### config.mk
export PLATFORM = sky130hd
export DESIGN_NAME = prbs7_ber_monitor
export DESIGN_NICKNAME = d
export VERILOG_FILES = /design/src/rtl/prbs7_ber_monitor.sv
export SDC_FILE = /design/constraint.sdc
export NUM_CORES = 1
export LEC_CHECK = 0
export ABC_AREA = 0
export BUFFER_PORTS_ARGS = -buffer_cell sky130_fd_sc_hd__clkbuf_2
export CAP_MARGIN = 20
export CORE_UTILIZATION = 38
export DETAILED_ROUTE_END_ITERATION = 16
export PLACE_DENSITY = 0.7
export SETUP_SLACK_MARGIN = 0.2
export SYNTH_ARGS = -nofsm -noshare
export SYNTH_HDL_FRONTEND = slang
export SYNTH_SLANG_ARGS = --single-unit
export TNS_END_PERCENT = 10
### constraint.sdc
create_clock -name clk -period 8.1 [get_ports clk]
set_clock_uncertainty 0.15 [all_clocks]
set_input_delay 0.81 -clock clk [delete_from_list [all_inputs] [get_ports clk]]
set_output_delay 0.81 -clock clk [all_outputs]
set_load 0.01 [all_outputs]
### src/rtl/prbs7_ber_monitor.sv
// rtl/prbs7_ber_monitor.sv - lock-aware PRBS7 (x^7+x^6+1, LSB-first) bit-error-rate monitor
//
// Purpose:
//   Consumes aligned 32-bit RX words and self-synchronises a PRBS7 reference.
//   Lock is declared after LOCK_CNT consecutive predicted words. While locked,
//   a free-running reference is compared against each word, and saturating
//   counters accumulate bit errors, errored words and checked words.
//
// Optional build macro:
//   PRBS7_BER_MONITOR_INVERT_EN - adds rx_invert; when high, din is inverted
//   before any processing (swapped P/N lanes). Latency is unchanged.
//
// Ports:
//   clk            in   RX user clock
//   reset          in   synchronous, active-high
//   din            in   aligned received word, bit 0 first in time
//   din_valid      in   din carries a word this cycle
//   clear          in   synchronous clear of the three counters
//   rx_invert      in   (macro only) invert din before processing
//   locked         out  checker is in LOCKED
//   err_flag       out  last checked word had at least one bit error
//   word_bit_errs  out  bit errors in the last checked word (0..32)
//   bit_err_cnt    out  accumulated bit errors while locked, saturating
//   err_word_cnt   out  accumulated errored words while locked, saturating
//   word_cnt       out  accumulated words checked while locked, saturating

module prbs7_ber_monitor #(
    parameter int WORDWIDTH  = 32,
    parameter int LOCK_CNT   = 8,
    parameter int UNLOCK_CNT = 4,
    parameter int BAD_THRESH = 4,
    parameter int BITCNT_W   = 32,
    parameter int WORDCNT_W  = 48
) (
    input  logic                 clk,
    input  logic                 reset,
    input  logic [WORDWIDTH-1:0] din,
    input  logic                 din_valid,
    input  logic                 clear,
`ifdef PRBS7_BER_MONITOR_INVERT_EN
    input  logic                 rx_invert,
`endif
    output logic                 locked,
    output logic                 err_flag,
    output logic [5:0]           word_bit_errs,
    output logic [BITCNT_W-1:0]  bit_err_cnt,
    output logic [WORDCNT_W-1:0] err_word_cnt,
    output logic [WORDCNT_W-1:0] word_cnt
);

    typedef enum logic {
        ST_HUNT   = 1'b0,
        ST_LOCKED = 1'b1
    } state_t;

    // Sum width for the bit-error accumulator: wide enough for a 6-bit
    // increment plus one carry bit to detect overflow.
    localparam int BSW = ((BITCNT_W > 6) ? BITCNT_W : 6) + 1;
    localparam logic [BSW-1:0] BIT_MAX = BSW'({BITCNT_W{1'b1}});

    // Next 32 bits of the sequence given the previous 32 bits (pure XOR).
    function automatic logic [31:0] prbs7_next(input logic [31:0] w);
        logic [63:0] s;
        s = {32'd0, w};
        for (int j = 32; j < 64; j++) begin
            s[j] = s[j-7] ^ s[j-6];
        end
        return s[63:32];
    endfunction

    function automatic logic [5:0] popcnt32(input logic [31:0] v);
        logic [5:0] c;
        c = 6'd0;
        for (int i = 0; i < 32; i++) begin
            c = c + {5'd0, v[i]};
        end
        return c;
    endfunction

    state_t                 state_q, state_d;
    // Holds the previous received word in HUNT and the free-running
    // reference in LOCKED; the two roles never overlap.
    logic [31:0]            ref_q, ref_d;
    logic                   have_prev_q, have_prev_d;
    logic [7:0]             good_run_q, good_run_d;
    logic [7:0]             bad_run_q, bad_run_d;
    logic                   err_flag_q, err_flag_d;
    logic [5:0]             wbe_q, wbe_d;
    logic [BITCNT_W-1:0]    bit_cnt_q, bit_cnt_d;
    logic [WORDCNT_W-1:0]   ew_cnt_q, ew_cnt_d;
    logic [WORDCNT_W-1:0]   w_cnt_q, w_cnt_d;

    logic [31:0]            din_eff;
    logic [31:0]            pred;
    logic [5:0]             pc;
    logic                   match;
    logic [BITCNT_W-1:0]    bit_base;
    logic [WORDCNT_W-1:0]   ew_base;
    logic [WORDCNT_W-1:0]   w_base;
    logic [BSW-1:0]         bit_sum;
    logic [BITCNT_W-1:0]    bit_next;
    logic [WORDCNT_W-1:0]   ew_next;
    logic [WORDCNT_W-1:0]   w_next;

`ifdef PRBS7_BER_MONITOR_INVERT_EN
    assign din_eff = din ^ {32{rx_invert}};
`else
    assign din_eff = din;
`endif

    assign pred  = prbs7_next(ref_q);
    assign pc    = popcnt32(din_eff ^ pred);
    // An all-zero word is the LFSR lockup state and must never look like a match.
    assign match = (din_eff == pred) && (din_eff != 32'd0);

    // clear is applied first so a coincident counted word leaves only its own increment.
    assign bit_base = clear ? '0 : bit_cnt_q;
    assign ew_base  = clear ? '0 : ew_cnt_q;
    assign w_base   = clear ? '0 : w_cnt_q;

    assign bit_sum  = BSW'(bit_base) + BSW'(pc);
    assign bit_next = (bit_sum > BIT_MAX) ? '1 : bit_sum[BITCNT_W-1:0];
    assign w_next   = (&w_base) ? w_base : w_base + WORDCNT_W'(1);
    assign ew_next  = ((pc == 6'd0) || (&ew_base)) ? ew_base : ew_base + WORDCNT_W'(1);

    always_comb begin
        state_d     = state_q;
        ref_d       = ref_q;
        have_prev_d = have_prev_q;
        good_run_d  = good_run_q;
        bad_run_d   = bad_run_q;
        err_flag_d  = err_flag_q;
        wbe_d       = wbe_q;
        bit_cnt_d   = bit_base;
        ew_cnt_d    = ew_base;
        w_cnt_d     = w_base;

        case (state_q)
            ST_HUNT: begin
                if (din_valid) begin
                    err_flag_d  = 1'b0;
                    wbe_d       = 6'd0;
                    ref_d       = din_eff;
                    have_prev_d = 1'b1;
                    if (have_prev_q) begin
                        if (match) begin
                            if (good_run_q == 8'(LOCK_CNT - 1)) begin
                                // din becomes the reference seed for LOCKED.
                                state_d    = ST_LOCKED;
                                good_run_d = 8'd0;
                                bad_run_d  = 8'd0;
                            end else begin
                                good_run_d = good_run_q + 8'd1;
                            end
                        end else begin
                            good_run_d = 8'd0;
                        end
                    end
                end
            end
            ST_LOCKED: begin
                if (din_valid) begin
                    // Reference advances from itself, never from din.
                    ref_d      = pred;
                    wbe_d      = pc;
                    err_flag_d = (pc != 6'd0);
                    bit_cnt_d  = bit_next;
                    ew_cnt_d   = ew_next;
                    w_cnt_d    = w_next;
                    if (pc > 6'(BAD_THRESH)) begin
                        if (bad_run_q == 8'(UNLOCK_CNT - 1)) begin
                            state_d     = ST_HUNT;
                            have_prev_d = 1'b1;
                            ref_d       = din_eff;
                            good_run_d  = 8'd0;
                            bad_run_d   = 8'd0;
                        end else begin
                            bad_run_d = bad_run_q + 8'd1;
                        end
                    end else begin
                        bad_run_d = 8'd0;
                    end
                end
            end
        endcase
    end

    always_ff @(posedge clk) begin
        if (reset) begin
            state_q     <= ST_HUNT;
            ref_q       <= 32'd0;
            have_prev_q <= 1'b0;
            good_run_q  <= 8'd0;
            bad_run_q   <= 8'd0;
            err_flag_q  <= 1'b0;
            wbe_q       <= 6'd0;
            bit_cnt_q   <= '0;
            ew_cnt_q    <= '0;
            w_cnt_q     <= '0;
        end else begin
            state_q     <= state_d;
            ref_q       <= ref_d;
            have_prev_q <= have_prev_d;
            good_run_q  <= good_run_d;
            bad_run_q   <= bad_run_d;
            err_flag_q  <= err_flag_d;
            wbe_q       <= wbe_d;
            bit_cnt_q   <= bit_cnt_d;
            ew_cnt_q    <= ew_cnt_d;
            w_cnt_q     <= w_cnt_d;
        end
    end

    assign locked        = (state_q == ST_LOCKED);
    assign err_flag      = err_flag_q;
    assign word_bit_errs = wbe_q;
    assign bit_err_cnt   = bit_cnt_q;
    assign err_word_cnt  = ew_cnt_q;
    assign word_cnt      = w_cnt_q;

endmodule

== Yosys cells after proc, flatten, opt, wreduce, memory -nomap -nowiden ==
Cells that the tools add are included.
Operators by class
  add/subtract/negate cells: 36
  $mul: 0
  div/mod/pow operators: 0
  order comparisons: 2
  eq/ne operators: 10
  shift operators: 0
  muxes and demuxes: 52
  bitwise gates (word level): 34
  reduce and logical (&&, ||, !) cells: 11
Operator list (count)
  $mux 48: 8
  $mux 32: 8
  $add 6x1->6: 26
  $mux 8: 14
  $add 48x1->48 const B: 2
  $reduce_and 48->1: 2
  $pmux 32 s2: 1
  $add 32x6->33: 1
  $gt 33x32->1 const B: 1
  $eq 32x32->1: 1
  $pmux 8 s2: 2
  $reduce_bool 32->1: 1
  $xor 1x1->1: 32
  $xor 32x32->32: 1
  $add 8x1->8 const B: 2
  $mux 1: 13
  $mux 6: 2
  $pmux 6 s2: 1
  $ne 2x2->1 const B: 5
  $reduce_and 5->1: 2
  $eq 8x2->1 const B: 1
  $eq 8x3->1 const B: 1
  $add 5x1->6: 1
  $gt 6x3->1 const B: 1
  other kinds (13): 16
Storage, ports and cells
  bits in registers: 185
  bits in latches: 0
  RAM bits: 0
  ROM bits: 0
  input port bits: 36
  logic and storage cells: 155
  memories kept: 0

== Depth between registers and ports, before layout ==
  depth in word-level cells: 43
  depth in mapped cells: 26
  mapped depth without buffers: 25

== Worst setup path before layout ==
OpenSTA, ideal clock, no wires.
  kind: in2reg
  start: input port din[5]
  end: register bit_cnt_q[2], in the netlist bit_err_cnt[2]
  library setup time: 0.137 ns
  arrival time: 6.962 ns
  slack: 0.851 ns
  stages on the path: 23
  cells stage by stage: xnor2_1 xnor2_1 inv_1 fa_1 inv_1 fa_1 fa_1 fa_1 fa_1 inv_1 fa_1 ha_1 fa_1 xnor2_1 inv_1 ha_1 a21oi_1 o31ai_1 a41oi_1 clkbuf_1 or3_1 clkbuf_1 a31oi_1
Between the ends
  word-level cells in the longest chain between the ends: 33
RTL lines
  start: declaration: RTL line 37  | input logic [WORDWIDTH-1:0] din,
  $xor 32x32->32 *: RTL line 112  | assign pc = popcnt32(din_eff ^ pred);
  $add 5x1->6 *: RTL line 75  | c = c + {5'd0, v[i]};
  $add 6x1->6 * (26 in a row): RTL line 75
  $add 32x6->33 *: RTL line 121  | assign bit_sum = BSW'(bit_base) + BSW'(pc);
  $gt 33x32->1: RTL line 122  | assign bit_next = (bit_sum > BIT_MAX) ? '1 : bit_sum[BITCNT_W-1:0];
  $mux 32 *: RTL line 122
  $mux 32 *: RTL line 162  | if (din_valid) begin
  $mux 32 *: RTL line 138  | case (state_q)
  end signal: assignment: RTL line 208  | bit_cnt_q <= bit_cnt_d;
  end: declaration: RTL line 89  | logic [BITCNT_W-1:0] bit_cnt_q, bit_cnt_d;
Mark *: on every way between the ends. The rest lies on a longest branch, timed or not.
A chain may end at the register's enable or synchronous reset.

== Worst setup path in the final report ==
  start: register ref_q[26]
  end: register bit_cnt_q[6], in the netlist bit_err_cnt[6]
Between the ends
  word-level cells in the longest chain between the ends: 38
  elaborated cells on any way between the ends: 59
  those cells by class: 32 x add/sub; 1 x order compare; 3 x mux; 23 x bitwise
RTL lines
  start: declaration: RTL line 83  | logic [31:0] ref_q, ref_d;
  start signal: assignment: RTL line 202  | ref_q <= ref_d;
  $xor 1x1->1: RTL line 66  | s[j] = s[j-7] ^ s[j-6];
  $xor 32x32->32 *: RTL line 112
  $add 1x1->2: RTL line 75
  $add 2x1->3: RTL line 75
  $add 3x1->4: RTL line 75
  $add 4x1->5: RTL line 75
  $add 5x1->6: RTL line 75
  $add 6x1->6 (25 in a row): RTL line 75
  $add 6x1->6 *: RTL line 75
  $add 32x6->33 *: RTL line 121
  $gt 33x32->1: RTL line 122
  $mux 32 *: RTL line 122
  $mux 32 *: RTL line 162
  $mux 32 *: RTL line 138
Marks and branches as above.

==> reports/qor_table.md <==
| Parameter | This run |
|:---|:---|
| Wire length per cell | 17.4 µm |
| Synth Warn # | 0 |
| Maximum number of pins on one net before global-route repair | 58 |
| Met3 track demand over resource in global routing | 2.91% |
| Share of the synthesized area in the top cell type | 30.6% |
| GRT overflow | 0 |
| Horizontal extent of the die | 168 µm |
| Kind of path behind the tightest hold check | flop to flop |
| End of the worst register-to-register path | bit_err_cnt[6] |
| Design Power | 6.13 mW |
| Fmax | 0.133 GHz |
| Setup-failing EPs final | 0 |
| Post-Syn Area per Cell | 8.32 µm² |
| Clock Sinks | 160 |
| Die area | 28200 µm² |
| Clock Root Buffer | sky130_fd_sc_hd__clkbuf_16 |
| Worst-Skew Late Latency | 0.43 ns |
| Required time of the critical path | 8.30 ns |
| Synth top area cells | sky130_fd_sc_hd__dfxtp_1, sky130_fd_sc_hd__xnor2_1, sky130_fd_sc_hd__fa_1 |
| Remaining antenna violation count | 0 |
| Critical Path Source Type | flop |
| Floorplan row count | 60 |
| Cells after Synth | 1258 |
| Post-CTS clock slew at the launch and capture registers of the worst setup and hold paths | 0.07 ns |
| HPWL after DPL | 22.1 mm |
| Drt via density | 5.69 |
| Area leader, netlist | sky130_fd_sc_hd__dfxtp_1 |
| Met2 routing resource usage after global routing | 35.7% |
| Clock tree from TritonCTS | built |
| Number of flops mapped to enable cells by yosys | 0 |
| Met1 GRT Util | 29.2% |
| Largest fanout of any net on the critical path | 12 |
| # Max-Cap Violations | 0 |
| Logic depth of the worst register-to-register path | 22 |
| Synthesized area | 10500 µm² |
| Result of the run | completed |
| Number of global-route vias before repair | 9447 |
| Transition time at the pin with the least slew margin | 0.973 ns |
| P_leak | 4.75 nW |
| Initial antenna violation count | 0 |
| Max_slew headroom | 35.1% |
| IR drop worst, VDD | 991 µV |
| Sequential fraction of the synthesis area | 30.6% |
| Fill count | 2677 |
| Maximum number of buffers from clock root to sink | 2 |
| Number of distinct library cells after synthesis | 72 |
| Initial cell density of the core | 38.8% |
| Final routed DRC violation total | 0 |
| Hold Path Origin | word_bit_errs[5] |
| Power density cells | 499 nW/µm² |
| Overall global routing resource usage | 21.8% |
| CP endpoint | bit_err_cnt[6] |
| H-tree depth | 4 |
| Hold slack | 0.319 ns |
| Worst reg2reg setup slack | 0.56 ns |
| Pre-CTS WS | 0.350 ns |
| Startpoint of the lowest-slack register-to-register path | ref_q[26] |
| Setup repair after global routing missed its margin | no |
| End-of-flow core utilization | 45.5% |
| Final WL | 30.5 mm |
| Count of endpoints failing hold in the final timing report | 0 |
| Number of vias in the routed layout | 9979 |
| Kind of capture point of the worst setup path | flop |
| Number of buffers created by CTS | 17 |
| Most used DFF post-synth | sky130_fd_sc_hd__dfxtp_1 |
| Wire length of the first global-routing pass | 49.5 mm |
| Gr busiest metal | met2 |
| Final critical path time including I/O delays and setup | 7.54 ns |
| Final weighted congestion in routability-driven placement | 0.943 |
| Final net count | 1478 |
| Worst path arrival time | 7.74 ns |
| TritonRoute pass-1 iters | 5 |
| Violation count after the first detailed-route iteration | 797 |
| Fraction of final layout cells sized beyond drive strength 1 | 18.8% |
| Most frequent cells after synthesis | sky130_fd_sc_hd__dfxtp_1, sky130_fd_sc_hd__nor2_1, sky130_fd_sc_hd__nand2_1 |
| Total negative slack | 0 ns |
| Path type of the worst setup path | flop to flop |
| Async S/R FF share, synth | 0% |
| First element of the critical path | ref_q[26] |
| FF+latch count, synth | 160 |
| Number of ports placed on the die boundary | 172 |
| Max Slew Vio Count | 0 |
| Total nets after synthesis | 1336 |
| Final worst setup slack | 0.563 ns |
| Antenna Cells | 0 |
| Height of the die | 168 µm |
| Core box area | 27000 µm² |
| Most frequently used cell type in the post-synthesis netlist | sky130_fd_sc_hd__dfxtp_1 |
| Synth-to-layout area growth | 17.4% |
| Count of port buffers added during placement | 171 |
| Period utilization | 93.0% |
## where the power goes
group | switching (mW) | internal, mW | total [mW] | leakage, nW
Sequential | 0.00582 | 0.790 | 0.795 | 1.29
Combinational | 2.66 | 1.78 | 4.44 | 3.15
Clock | 0.367 | 0.528 | 0.895 | 0.311
## flip-flops by register name (all words and copies together) (netlist names)
signal / cells
err_word_cnt: 48
ref_q: 7
bit_err_cnt: 32
good_run_q: 8
bad_run_q: 8
have_prev_q: 1
locked: 1
word_cnt: 48
err_flag: 1
word_bit_errs: 6
## how the worst min path moves through the flow
stage	end	slack, ns	depth (start not counted)
floorplan	good_run_q[6]	0.31	2
global placement	word_bit_errs[5]	0.31	2
detailed placement	word_bit_errs[5]	0.31	2
CTS	word_bit_errs[5]	0.32	2
global route	err_flag	0.35	2
finish	word_bit_errs[5]	0.32	2
## kinds of logic after synthesis
| group | count (synthesis) | synth area share (%) |
|---|---|---|
| xor gates and xnor gates | 131 | 13.1 |
| buffers and inverters | 110 | 4.38 |
| DFF | 160 | 30.6 |
| adders and majority gates | 42 | 6.81 |
| and+or+nand+nor | 587 | 30.0 |
| AOI/OAI and AO/OA | 205 | 12.8 |
| muxes | 23 | 2.27 |
## area by class of cell
type	count	area, µm²	share of cell area, %
clock inverter	15	221	1.80
timing repair buffer	193	1020	8.30
clock buffer	17	425	3.46
sequential	160	3210	26.1
multi-input combinational	988	6850	55.7
inverter	40	150	1.22
tap	341	427	3.47
## layer usage
layer,vias to the layer above,wire length [µm]
met5,-,0
met4,0,731
met3,52,1490
met2,291,14100
met1,4802,14100
li1,4834,-
## layout by cell type, fill, tap and decap left out, types with 33 or more instances in the layout
| cell type | Yosys | final |
|---|---|---|
| sky130_fd_sc_hd__nor2_1 | 120 | 120 |
| sky130_fd_sc_hd__nand3_1 | 58 | 58 |
| sky130_fd_sc_hd__clkbuf_2 | 0 | 170 |
| sky130_fd_sc_hd__a21oi_1 | 61 | 61 |
| sky130_fd_sc_hd__nand4_1 | 36 | 36 |
| sky130_fd_sc_hd__xor2_1 | 37 | 37 |
| sky130_fd_sc_hd__nand2_1 | 112 | 111 |
| sky130_fd_sc_hd__inv_1 | 39 | 39 |
| sky130_fd_sc_hd__nor3_1 | 33 | 33 |
| sky130_fd_sc_hd__xnor2_1 | 76 | 73 |
| sky130_fd_sc_hd__dfxtp_1 | 160 | 157 |
| sky130_fd_sc_hd__and3_1 | 36 | 36 |
| sky130_fd_sc_hd__o21ai_0 | 33 | 33 |
| sky130_fd_sc_hd__nor2b_1 | 45 | 45 |
| sky130_fd_sc_hd__nor4_1 | 37 | 36 |
## critical path, stage by stage, from the launching register on
cell                      delay, ns
sky130_fd_sc_hd__dfxtp_1       0.37
sky130_fd_sc_hd__buf_4         0.26
sky130_fd_sc_hd__xnor3_1       0.39
sky130_fd_sc_hd__xor2_1        0.30
sky130_fd_sc_hd__fa_1          0.50
sky130_fd_sc_hd__fa_1          0.47
sky130_fd_sc_hd__fa_1          0.53
sky130_fd_sc_hd__fa_1          0.44
sky130_fd_sc_hd__fa_1          0.55
sky130_fd_sc_hd__inv_1         0.06
sky130_fd_sc_hd__fa_1          0.48
sky130_fd_sc_hd__ha_1          0.25
sky130_fd_sc_hd__fa_1          0.57
sky130_fd_sc_hd__inv_1         0.09
sky130_fd_sc_hd__fa_1          0.46
sky130_fd_sc_hd__inv_1         0.07
sky130_fd_sc_hd__a21oi_1       0.06
sky130_fd_sc_hd__o31ai_1       0.10
sky130_fd_sc_hd__a41oi_1       0.16
sky130_fd_sc_hd__buf_4         0.20
sky130_fd_sc_hd__or3_1         0.57
sky130_fd_sc_hd__and4_1        0.29
sky130_fd_sc_hd__nor3_1        0.15
## through the flow
| step | instances | area [µm²] |
|---|---|---|
| finish | 1754 | 12300 |
| global route | 1754 | 12300 |
| CTS | 1754 | 12300 |
| detailed placement | 1722 | 11600 |
| global placement | 1722 | 11600 |
| floorplan | 1258 | 10500 |
## timing repair
item,4_1_cts,5_1_grt
resized for setup,0,8
hold buffers,0,0
setup endpoints to repair,0,31
setup buffers,0,0
No activity file was read; power rests on OpenSTA's default activity.
